==> config.mk <==
export PLATFORM = sky130hd
export DESIGN_NAME = majority_voter_seq
export DESIGN_NICKNAME = d
export VERILOG_FILES = /design/src/rtl/majority_voter_seq.sv
export SDC_FILE = /design/constraint.sdc
export NUM_CORES = 1
export LEC_CHECK = 0
export ABC_AREA = 1
export CORE_MARGIN = 2
export CORE_UTILIZATION = 42
export CTS_CLUSTER_DIAMETER = 120
export DETAILED_ROUTE_END_ITERATION = 16
export PLACE_DENSITY = 0.73
export SLEW_MARGIN = 20
export SYNTH_ARGS = -nofsm -noshare
export SYNTH_HDL_FRONTEND = slang
export SYNTH_SLANG_ARGS = --single-unit
export TNS_END_PERCENT = 10
==> constraint.sdc <==
create_clock -name clk -period 1.5 [get_ports clk]
set_clock_uncertainty 0.2 [all_clocks]
set_input_delay 0.15 -clock clk [delete_from_list [all_inputs] [get_ports clk]]
set_output_delay 0.15 -clock clk [all_outputs]
set_load 0.05 [all_outputs]
==> src/rtl/majority_voter_seq.sv <==
// majority_voter_seq: registered N-input majority voter with configurable
// threshold, even-N tie-break, persistence filter on the voted output and a
// saturating dissent counter.
//
// Optional build macro: MAJ_VOTER_MASK_EN
//   When defined, adds the vote_mask input (1 = voter excluded). Masked votes
//   are forced to 0, the majority is judged against the active voter count,
//   and samples with no active voter leave the dissent counter untouched.
//   When undefined, all N voters are always active.
module majority_voter_seq #(
    parameter int unsigned N      = 4,
    parameter int unsigned THRESH = 0,
    parameter int unsigned HOLD   = 2,
    parameter int unsigned ERR_W  = 8
) (
    input  logic                       clk,
    input  logic                       rst,
    input  logic                       in_valid,
    input  logic [N-1:0]               votes,
`ifdef MAJ_VOTER_MASK_EN
    input  logic [N-1:0]               vote_mask,
`endif
    input  logic                       tie_val,
    input  logic                       clr_err,
    output logic                       out_valid,
    output logic [$clog2(N+1)-1:0]     count,
    output logic                       vote_raw,
    output logic                       vote_out,
    output logic [ERR_W-1:0]           dissent_cnt
);

    localparam int unsigned CW = $clog2(N+1);

    // Constants used by the default (strict majority) rule, sized to the
    // popcount width so every compare is unsigned at CW bits.
    localparam logic [CW-1:0] MAJ_T  = CW'(N / 2 + 1);
    localparam logic [CW-1:0] HALF_N = CW'(N / 2);
    localparam logic [CW-1:0] ALL_N  = CW'(N);
    localparam logic [CW-1:0] THR_C  = CW'(THRESH);
    localparam bit            N_EVEN = ((N % 2) == 0);

    // ------------------------------------------------------------------
    // Sample evaluation (combinational)
    // ------------------------------------------------------------------
    logic [N-1:0]  votes_eff;
    logic [CW-1:0] pc;          // popcount of the effective votes
    logic [CW-1:0] active;      // number of voters taking part
    logic          result;      // vote for this sample
    logic          unanimous;   // all active voters agree
    logic          dissent_inc; // sample counts as dissent

`ifdef MAJ_VOTER_MASK_EN
    logic [CW-1:0] mask_pc;
    logic [CW:0]   pc_x2;
    logic [CW:0]   active_x;

    // Apply the mask and derive the active voter count.
    always_comb begin
        votes_eff = votes & ~vote_mask;
        mask_pc   = '0;
        for (int unsigned i = 0; i < N; i++) begin
            mask_pc = mask_pc + CW'(vote_mask[i]);
        end
        active = ALL_N - mask_pc;
    end
`else
    // All voters active; the effective votes are the raw inputs.
    always_comb begin
        votes_eff = votes;
        active    = ALL_N;
    end
`endif

    // Popcount of the effective votes at CW bits.
    always_comb begin
        pc = '0;
        for (int unsigned i = 0; i < N; i++) begin
            pc = pc + CW'(votes_eff[i]);
        end
    end

    // Threshold / majority decision for the current sample.
    always_comb begin
        result = 1'b0;
`ifdef MAJ_VOTER_MASK_EN
        pc_x2    = {pc, 1'b0};
        active_x = {1'b0, active};
        if (active == '0) begin
            result = 1'b0;
        end else if (THRESH != 0) begin
            result = (pc >= THR_C);
        end else if (pc_x2 > active_x) begin
            result = 1'b1;
        end else if (pc_x2 == active_x) begin
            result = tie_val;
        end else begin
            result = 1'b0;
        end
`else
        if (THRESH != 0) begin
            result = (pc >= THR_C);
        end else if (N_EVEN && (pc == HALF_N)) begin
            result = tie_val;
        end else begin
            result = (pc >= MAJ_T);
        end
`endif
    end

    // Unanimity is judged against the active voter count; an empty voter
    // set never counts as dissent.
    always_comb begin
        unanimous   = (pc == '0) || (pc == active);
        dissent_inc = in_valid && !unanimous && (active != '0);
    end

    // ------------------------------------------------------------------
    // Stage 1: registered valid, popcount and raw vote
    // ------------------------------------------------------------------
    logic          valid_q, valid_d;
    logic [CW-1:0] count_q, count_d;
    logic          raw_q,   raw_d;

    // Next-state for stage 1: count and raw vote hold on idle cycles.
    always_comb begin
        valid_d = in_valid;
        count_d = count_q;
        raw_d   = raw_q;
        if (in_valid) begin
            count_d = pc;
            raw_d   = result;
        end
    end

    // Stage 1 registers.
    always_ff @(posedge clk or posedge rst) begin
        if (rst) begin
            valid_q <= 1'b0;
            count_q <= '0;
            raw_q   <= 1'b0;
        end else begin
            valid_q <= valid_d;
            count_q <= count_d;
            raw_q   <= raw_d;
        end
    end

    assign out_valid = valid_q;
    assign count     = count_q;
    assign vote_raw  = raw_q;

    // ------------------------------------------------------------------
    // Persistence filter on the voted output
    // ------------------------------------------------------------------
    generate
        if (HOLD == 0) begin : g_bypass
            assign vote_out = raw_q;
        end else begin : g_filter
            localparam int unsigned FW = (HOLD > 1) ? $clog2(HOLD) : 1;
            localparam logic [FW-1:0] LAST = FW'(HOLD - 1);

            logic [FW-1:0] flt_q, flt_d;
            logic          out_q, out_d;

            // Count consecutive valid samples that disagree with the
            // current output; any agreeing sample restarts the count.
            always_comb begin
                flt_d = flt_q;
                out_d = out_q;
                if (valid_q) begin
                    if (raw_q == out_q) begin
                        flt_d = '0;
                    end else if (flt_q == LAST) begin
                        out_d = raw_q;
                        flt_d = '0;
                    end else begin
                        flt_d = flt_q + FW'(1);
                    end
                end
            end

            // Filter registers; reset discards any partial progress.
            always_ff @(posedge clk or posedge rst) begin
                if (rst) begin
                    flt_q <= '0;
                    out_q <= 1'b0;
                end else begin
                    flt_q <= flt_d;
                    out_q <= out_d;
                end
            end

            assign vote_out = out_q;
        end
    endgenerate

    // ------------------------------------------------------------------
    // Saturating dissent counter
    // ------------------------------------------------------------------
    logic [ERR_W-1:0] dissent_q, dissent_d;

    // Clear has priority over a simultaneous increment; no wrap at the top.
    always_comb begin
        dissent_d = dissent_q;
        if (clr_err) begin
            dissent_d = '0;
        end else if (dissent_inc && (dissent_q != '1)) begin
            dissent_d = dissent_q + ERR_W'(1);
        end
    end

    // Dissent counter register.
    always_ff @(posedge clk or posedge rst) begin
        if (rst) begin
            dissent_q <= '0;
        end else begin
            dissent_q <= dissent_d;
        end
    end

    assign dissent_cnt = dissent_q;

endmodule

=== Word level (Yosys, flattened, before mapping) ===
Index checks and enable logic that the tools add are counted.

* Add/sub/neg operators: 5
* Order comparisons: 1
* Eq/ne operators: 4
* Mux-type cells: 5
* Bitwise gates (word level): 1
* Reduce and logical (&&, ||, !) cells: 7

{| class="wikitable"
|+ Operators by type and width
! kind !! count
|-
| 8-bit 2-to-1 mux || 2
|-
| 8-bit by 1-bit adder with 8-bit output, second input constant || 1
|-
| 8-bit inequality test, second input constant || 1
|-
| 2-bit by 1-bit adder with 3-bit output || 1
|-
| 3-bit by 1-bit adder with 3-bit output || 1
|-
| 3-bit by 2-bit equality test with 1-bit output, second input constant || 1
|-
| 3-bit equality test, second input constant || 1
|-
| 3-bit by 2-bit greater-or-equal comparator with 1-bit output, second input constant || 1
|-
| 3-bit zero test || 1
|-
| 1-bit 2-to-1 mux || 3
|-
| 3-bit AND reduction || 1
|-
| 1-bit by 1-bit adder with 2-bit output || 1
|-
| 1-bit logical AND || 2
|-
| 2-bit nonzero test || 1
|-
| 1-bit adder, second input constant || 1
|-
| 1-bit equality test || 1
|-
| 1-bit zero test || 1
|-
| 1-bit logical OR || 1
|-
| 1-bit NOT || 1
|}

* Flip-flop bits (word level): 15
* Input bits: 9
* Output and inout bits: 14
* Word-level logic and storage cells: 29

=== Depth between registers and ports, before layout ===
Gate-level depths: netlist of run 1.

* Depth after elaboration: 10
* Mapped depth: 10
* Gate-level depth less buffers: 10

=== Worst setup path before layout of run 1 ===
OpenSTA, ideal clock, no wires.

* Kind: in2reg
* From: input port votes[0]
* To: register dissent_q[3] (netlist: dissent_cnt[3])
* Arrival: 1.621 ns
* Required time: 1.223 ns
* Slack: -0.399 ns
* Cell stages on the path: 9
* Path buffers: 0
* Path through: fa_1 ha_1 ha_1 nand2_1 nand2_2 inv_2 a21oi_2 nand3_1 o21ai_1

* Longest elaborated chain between the ends: 9
* Elaborated cells between the ends (all ways): 10
* Those cells by class: add/sub (3); eq/ne (1); reduce/logical (6)

{| class="wikitable"
|+ RTL lines
! element !! line !! source
|-
| start, declared || 19 || <nowiki>input logic [N-1:0] votes,</nowiki>
|-
| 1-bit by 1-bit adder with 2-bit output * || 78 || <nowiki>pc = pc + CW'(votes_eff[i]);</nowiki>
|-
| 2-bit by 1-bit adder with 3-bit output * || 78 ||
|-
| 3-bit by 1-bit adder with 3-bit output * || 78 ||
|-
| named net pc[1] || 46 || <nowiki>logic [CW-1:0] pc;</nowiki>
|-
| 3-bit equality test / 3-bit zero test (equally long branches) || 113 || <nowiki>unanimous = (pc == '0) || (pc == active);</nowiki>
|-
| 1-bit logical OR * || 113 ||
|-
| 1-bit zero test * || 114 || <nowiki>dissent_inc = in_valid && !unanimous && (active != '0);</nowiki>
|-
| 1-bit logical AND * || 114 ||
|-
| 1-bit logical AND * || 207 || <nowiki>end else if (dissent_inc && (dissent_q != '1)) begin</nowiki>
|-
| 2-bit nonzero test (no source line) * || -- ||
|-
| end signal, assigned || 217 || <nowiki>dissent_q <= dissent_d;</nowiki>
|-
| end, declared || 200 || <nowiki>logic [ERR_W-1:0] dissent_q, dissent_d;</nowiki>
|}

The timed path passes the listed nets; every way through them passes the cells marked *.
A chain may end at the register's enable or synchronous reset.

=== Worst setup path after layout of run 1 ===
Same ends and word-level chain as after synthesis.

==> results.md, run 1 <==
* Status: complete, but fails checks
* Violated checks: setup timing
* Final net count at about 160
* Pre-CTS setup slack at -0.904 ns
* H-tree Lvls at 1
* Cell mode on critical path: nand2_4
* Hold Startpoint: votes[1]
* Die area at approximately 2500 sq um
* Most common cell after layout, fill and taps aside: nand2_1
* RSZ-0062 raised after global routing: true
* Reg2Reg Depth at 9
* Drc violations at 0
* CP Launch Type: input pin
* Most area-consuming cells after synthesis: dfrtp_1, nand2_1, nand3_1
* Worst Setup End Kind: flip-flop
* Worst Tran Pin Value at 0.339 ns
* Worst slew margin at between 70% and 80%
* Worst hold path class: in2reg
* Syn. warnings at 0
* Num CTS Buffers at 3
* DRT Pass-1 Iters at 4
* Worst path arrival time at about 1.7 ns
* Cells after synthesis at roughly 110
* WHS Endpoint: vote_raw
* Non-Filler Cell Area, Final at between 1000 and 1500 sq um
* DR iter-0 viols at 13
* Core Rows at 16
* Flops & latches, synth at 15
* IO buf count at 22
* Final Hold Fails at 0
* Worst EP required at 1.52 ns
* Delay-heaviest family, CP: adder cells
* Placed cell areas at roughly 1400 sq um
* Final setup viols at 9
* WL/cell at about 13 um
* Core area at roughly 2000 sq um
* Initial core utilization at 44.4%
* CP Class: in2reg
* Share of cells above drive strength 1 at about 34%
* Pleak at around 0.68 nW
* Total wire length at 2.25 mm
* Total clock sinks at 15
* PnR worst setup slack at -0.191 ns
* Worst R2R Start: dissent_cnt[0]
* All-layer global routing usage at roughly 20%
* CTS max path bufs at 2
* Most frequent cells in the layout: nand2_1, dfrtp_1, buf_12
* TritonCTS clock tree: built
* Total gr overflow at 0
* Synth Area per Inst at ~8 sq um
* Global-route wire length before repair at 3.64 mm
* HPWL after DPL at 1.77 mm
* CP cell instances: buf_6 -> fa_1 -> ha_2 -> ha_4 -> nand2_4 -> nand2_4 -> inv_2 -> a21oi_4 -> nand3_1 -> o21ai_1
* Largest net degree at the start of global routing at 16
* Crit share post-route at 113%
* # fillers at 152
* Die Ht at roughly 50 um
* Clk slew on worst S/H paths at around 0.10 ns
* Routed Antenna Nets at 0
* Vias at just under 900
* Initial antenna violation count at 0
* Worst skew pair latency at 0.29 ns
* Cell taking the most area after synthesis: dfrtp_1
* Post-synthesis sequential area ratio at between 40% and 50%
* Fmax at approximately 0.6 GHz
* CP max-delay cell: fa_1
* Cell variety after synth at 21
* Synthesized area at 871 sq um
* Syn nets at approximately 120
* Area added between synthesis and finish at 66.2%
* Via-to-Cell Ratio at roughly 5
* R2R setup slack at -0.03 ns
* Clk root buf: clkbuf_4
* Peak supply drop at between 0.7 and 0.8 mV
* Post-synth top area share at 43.1%
* Max-cap violations at 0
* Slew Limit Fails at 0
* CP bufs+invs at 2
* Placer congestion estimate at between 0.9 and 1
* Hold Path Stages at 5
* R2R Path End: dissent_cnt[1]
* N_diodes at 0
* Critical path peak fanout at 5
* Die width at approximately 50 um
* Critical path's largest stage delay at around 0.47 ns
* Pwr dens at between 900 and 1000 nW/um^2
* Vias in the first global route at around 860
* Final min period at 1.69 ns
* Top Ports at 23
kinds of logic (layout without fill, tap and decap cells):
logic type               count (synthesis)  after routing  share of synthesized area [%]
AND/OR/NAND/NOR                         59             59                           32.2
buffers and inverters                   16             56                           7.47
flip-flops                              15             15                           43.1
AO/OA/AOI/OAI                           13             13                           8.19
adder cells (fa/ha/maj)                  5              5                           8.05
XOR/XNOR                                 1              1                           1.01
tightest hold or removal path, delay by kind of cell:
kind                       cells  cell delay (ns)
and+or+nand+nor                2             0.18
buffers and inverters          1             0.07
adders and majority gates      2             0.30
final cells by class:
type / instances / area (sq um) / area share, %
Sequential cell: 15 / 375 / 25.9
Timing Repair Buffer: 36 / 469 / 32.4
Inverter: 16 / 65.1 / 4.49
Tap cell: 27 / 33.8 / 2.33
Multi-Input combinational cell: 78 / 477 / 32.9
Clock inverter: 1 / 5.00 / 0.346
Clock buffer: 3 / 22.5 / 1.56
through the flow:
stage / util, % / power [mW] / hold slack (ns) / TNS, ns / instances
3_3_place_gp: 70.0 / 1.13 / 0.272 / -8.71 / 169
3_5_place_dp: 70.0 / 1.15 / 0.281 / -9.20 / 169
5_1_grt: 73.8 / 1.50 / 0.275 / -2.04 / 176
6_report: 73.8 / 1.42 / 0.246 / -1.44 / 176
2_1_floorplan: - / 0.835 / -0.149 / -2.88 / 109
4_1_cts: 72.9 / 1.42 / 0.256 / -1.49 / 176
registers in the layout, summed over array words and instances (netlist names):
name / flops
vote_out: 1
g_filter.flt_q: 1
count: 3
vote_raw: 1
dissent_cnt: 8
out_valid: 1
power by group:
group | total (mW) | switching, mW | internal (mW)
Combinational | 0.648 | 0.340 | 0.308
Clock | 0.247 | 0.148 | 0.0993
Sequential | 0.524 | 0.0631 | 0.461
Total | 1.42 | 0.550 | 0.869
routing by layer:
layer,wire [um],global-route usage [%]
met5,0,0
met4,99,15.3
met3,62,1.82
met2,1160,34.2
met1,923,22.7
how the worst max path moves through the flow:
| stage | from | endpoint | slack, ns | cells past startpoint |
|---|---|---|---|---|
| after CTS | votes[0] | dissent_cnt[7] | -0.19 | 10 |
| after global routing | votes[0] | vote_raw | -0.26 | 9 |
| final | votes[0] | dissent_cnt[3] | -0.19 | 10 |
| after floorplan | votes[3] | dissent_cnt[2] | -0.36 | 10 |
| after detailed placement | votes[3] | dissent_cnt[2] | -0.90 | 11 |
| after global placement | votes[3] | dissent_cnt[2] | -0.86 | 11 |
cells in the mapped netlist:
cell type and count:
or2_2 1, inv_1 13, nand2_1 33, nor2_4 2
nand2_4 2, nand2_2 3, fa_1 1, o21ai_1 6
nand3_1 12, nor3_1 1, xor2_1 1, o21ai_0 2
dfrtp_1 15, clkinv_4 1, a21oi_2 1, a21oi_1 3
nand4_1 1, nor2_1 4, inv_2 2, ha_1 4
o21bai_1 1
repair_timing:
| item | CTS | global route |
|---|---|---|
| resized for setup | 15 | 4 |
| setup endpoints to repair | 12 | 9 |
| setup buffers | 2 | 0 |
| hold buffers | 1 | 0 |
| gates cloned | 0 | 0 |
| pin swaps | 7 | 4 |
| hold endpoints to repair | 15 | 0 |
(Power assumes the default switching activity.)
==> inputs of run 2 (changes only) <==
--- a/config.mk
+++ b/config.mk
@@ -7,10 +7,10 @@
 export LEC_CHECK = 0
 export ABC_AREA = 1
 export CORE_MARGIN = 2
-export CORE_UTILIZATION = 42
+export CORE_UTILIZATION = 45
 export CTS_CLUSTER_DIAMETER = 120
 export DETAILED_ROUTE_END_ITERATION = 16
-export PLACE_DENSITY = 0.73
+export PLACE_DENSITY = 0.75
 export SLEW_MARGIN = 20
 export SYNTH_ARGS = -nofsm -noshare
 export SYNTH_HDL_FRONTEND = slang
==> constraint.sdc (replaced) <==
create_clock -name clk -period 2.14 [get_ports clk]
set_clock_uncertainty 0.2 [all_clocks]
set_input_delay 0.214 -clock clk [delete_from_list [all_inputs] [get_ports clk]]
set_output_delay 0.214 -clock clk [all_outputs]
set_load 0.05 [all_outputs]
==> run 2 against run 1 <==
  * The flow now finishes without violations
  * Largest cell class unchanged
  * Clock-buffer cell count is 1 higher
  * Clock power fell by 37%
  * Critical endpoint unchanged
  * Non-clock buffer count shrank 8
  * Setup slack improved by 0.33 ns
  * First-iteration DRC count fell by 69%
  * Largest power group is now registers
  * Combinational power decreased by 45%
  * Cell count shrank 5.7%
==> results.md, run 2 (synthesis results as in run 1) <==
* Initial core utilization at 49.4% (was 44.4%)
* Placed cell areas at 1170 sq um (was 1370 sq um)
* Global-route wire length before repair at 3.00 mm (was 3.64 mm)
* Worst Setup End Kind: flip-flop (unchanged)
* Non-Filler Cell Area, Final at 1220 sq um (was 1450 sq um)
* Peak supply drop at 0.510 mV (was 0.734 mV)
* Pwr dens at 710 nW/um^2 (was 980 nW/um^2)
* Worst R2R Start: dissent_cnt[1] (was dissent_cnt[0])
* Final net count at 156 (was 164)
* Placer congestion estimate at 0.884 (was 0.931)
* Most common cell after layout, fill and taps aside: nand2_1 (unchanged)
* Crit share post-route at a little over nine tenths
* Drc violations at 0 (unchanged)
* Core Rows at 15 (was 16)
* Most frequent cells in the layout: nand2_1, clkdlybuf4s50_1, dfrtp_1 (was nand2_1, dfrtp_1, buf_12)
* CP Class: in2reg (unchanged)
* Logic pwr share at 40.8% (was 45.7%)
* Flop pwr share at 41.4% (was 36.9%)
* Largest net degree at the start of global routing at 16 (unchanged)
* Final Hold Fails at 0 (unchanged)
* Initial antenna violation count at 0 (unchanged)
* DR iter-0 viols at 4 (was 13)
* IO buf count at 22 (unchanged)
* Flip-flop count of the largest register after layout at 8 (unchanged)
* Routed Antenna Nets at 0 (unchanged)
* Vias in the first global route at 758 (was 862)
* H-tree Lvls at 1 (unchanged)
* Vias at 798 (was 876)
* Net Sw Frac at 39.0% (was 38.8%)
* Die Ht at 48.0 um (was 49.5 um)
* # fillers at 148 (was 152)
* Pleak at 0.567 nW (was 0.685 nW)
* R2R Path End: dissent_cnt[2] (was dissent_cnt[1])
* Worst EP required at 2.15 ns (was 1.52 ns)
* Worst path arrival time at 2.01 ns (was 1.71 ns)
* Fmax at 0.499 GHz
* Final setup viols at 0 (was 9)
* Post-CTS Setup Bufs at 0 (was 2)
* Worst Tran Pin Value at 0.574 ns (was 0.339 ns)
* Worst slew margin at 61.7% (was 77.4%)
* Share of cells above drive strength 1 at 17.7% (was 33.6%)
* Status: finished clean (was complete, but fails checks)
* Top Ports at 23 (unchanged)
* CTS max path bufs at 2 (unchanged)
* RSZ-0062 raised after global routing: false (was true)
* Via-to-Cell Ratio at 4.81 (was 4.98)
* Worst skew pair latency at 0.28 ns (was 0.29 ns)
* Sw Pwr at 338 uW (was 550 uW)
* Die width at 48.0 um (was 49.5 um)
* TritonCTS clock tree: built (unchanged)
* Clk slew on worst S/H paths at 0.08 ns (was 0.10 ns)
* R2R setup slack at 0.57 ns (was -0.03 ns)
* WL/cell at 11.1 um (was 12.8 um)
* HPWL after DPL at 1.47 mm (was 1.77 mm)
* Die area at 2300 sq um (was 2450 sq um)
* Num CTS Buffers at 3 (unchanged)
* Total wire length at 1.84 mm (was 2.25 mm)
* CP Launch Type: input pin (unchanged)
* Worst hold path class: in2async (was in2reg)
* All-layer global routing usage at 19.3% (was 19.9%)
* Final setup TNS at 0 ns (was -1.44 ns)
* Final min period at between 2 and 2.5 ns
* Slew Limit Fails at 0 (unchanged)
* Critical path peak fanout at 5 (unchanged)
* Core area at 1760 sq um (was 1960 sq um)
* Max-cap violations at 0 (unchanged)
* N_diodes at 0 (unchanged)
* Total clock sinks at 15 (unchanged)
* Clk pwr share at 17.8% (was 17.4%)
* Reg2Reg Depth at 9 (unchanged)
* DRT Pass-1 Iters at 4 (unchanged)
* Int Pwr at 529 uW (was 869 uW)
* Clk root buf: clkbuf_4 (unchanged)
* Total gr overflow at 0 (unchanged)
* Area added between synthesis and finish at 40.2% (was 66.2%)
[run 2: layout make-up]
class	instances	area [sq um]	area share (%)
flip-flops and latches	15	375	30.7
multi-input cells	78	462	37.8
inverters	16	65.1	5.33
clock buffers	4	26.3	2.15
repair buffers	28	262	21.4
well taps	25	31.3	2.56
[run 2: power groups by stage]
stage	Clock (mW)	Combinational [mW]	Sequential, mW
after floorplan	0	0.112	0.465
after global placement	0	0.335	0.361
after detailed placement	0	0.344	0.364
after CTS	0.159	0.357	0.359
after global routing	0.179	0.380	0.365
final	0.155	0.354	0.359
[run 2: critical path, cell delays in order]
cell and delay (ns):
dlygate4sd2_1 0.25, fa_1 0.48, ha_2 0.22, ha_4 0.26, nand2_1 0.07, nand2_2 0.11, inv_2 0.05, a21oi_4 0.18
nand3_1 0.10, o21ai_1 0.08
[run 2: how the worst max path moves through the flow]
| stage | slack, ns | to | startpoint | cells past startpoint |
|---|---|---|---|---|
| 6_report | 0.13 | dissent_cnt[3] | votes[3] | 10 |
| 5_1_grt | 0.06 | dissent_cnt[3] | votes[3] | 10 |
| 4_1_cts | 0.14 | dissent_cnt[3] | votes[3] | 10 |
| 3_5_place_dp | -0.44 | dissent_cnt[0] | votes[0] | 10 |
| 3_3_place_gp | -0.35 | dissent_cnt[0] | votes[0] | 10 |
| 2_1_floorplan | 0.18 | dissent_cnt[3] | votes[0] | 9 |
[run 2: layer usage]
metal  vias to the layer above  track usage (%)  wire length (um)
li1                        410                -                 -
met1                       363             22.4               857
met2                        21             32.8               855
met3                         4             2.26                78
met4                         0             13.0                45
met5                         -                0                 0
[run 2: metrics by stage]
step           worst slack (ns)  instances  util (%)  hold WS (ns)  power [mW]
4_1_cts                   0.140        166      69.2         0.101       0.875
2_1_floorplan             0.177        109         -       -0.0845       0.577
6_report                  0.135        166      69.2        0.0851       0.867
5_1_grt                  0.0599        166      69.2         0.148       0.925
3_5_place_dp             -0.442        162      66.2         0.274       0.708
3_3_place_gp             -0.352        162      66.2         0.267       0.696
[run 2: repair_timing]
item                       4_1_cts  5_1_grt
hold buffers                     0        0
gates resized for setup          8        0
setup endpoints to repair        7        0
hold endpoints to repair         0        0
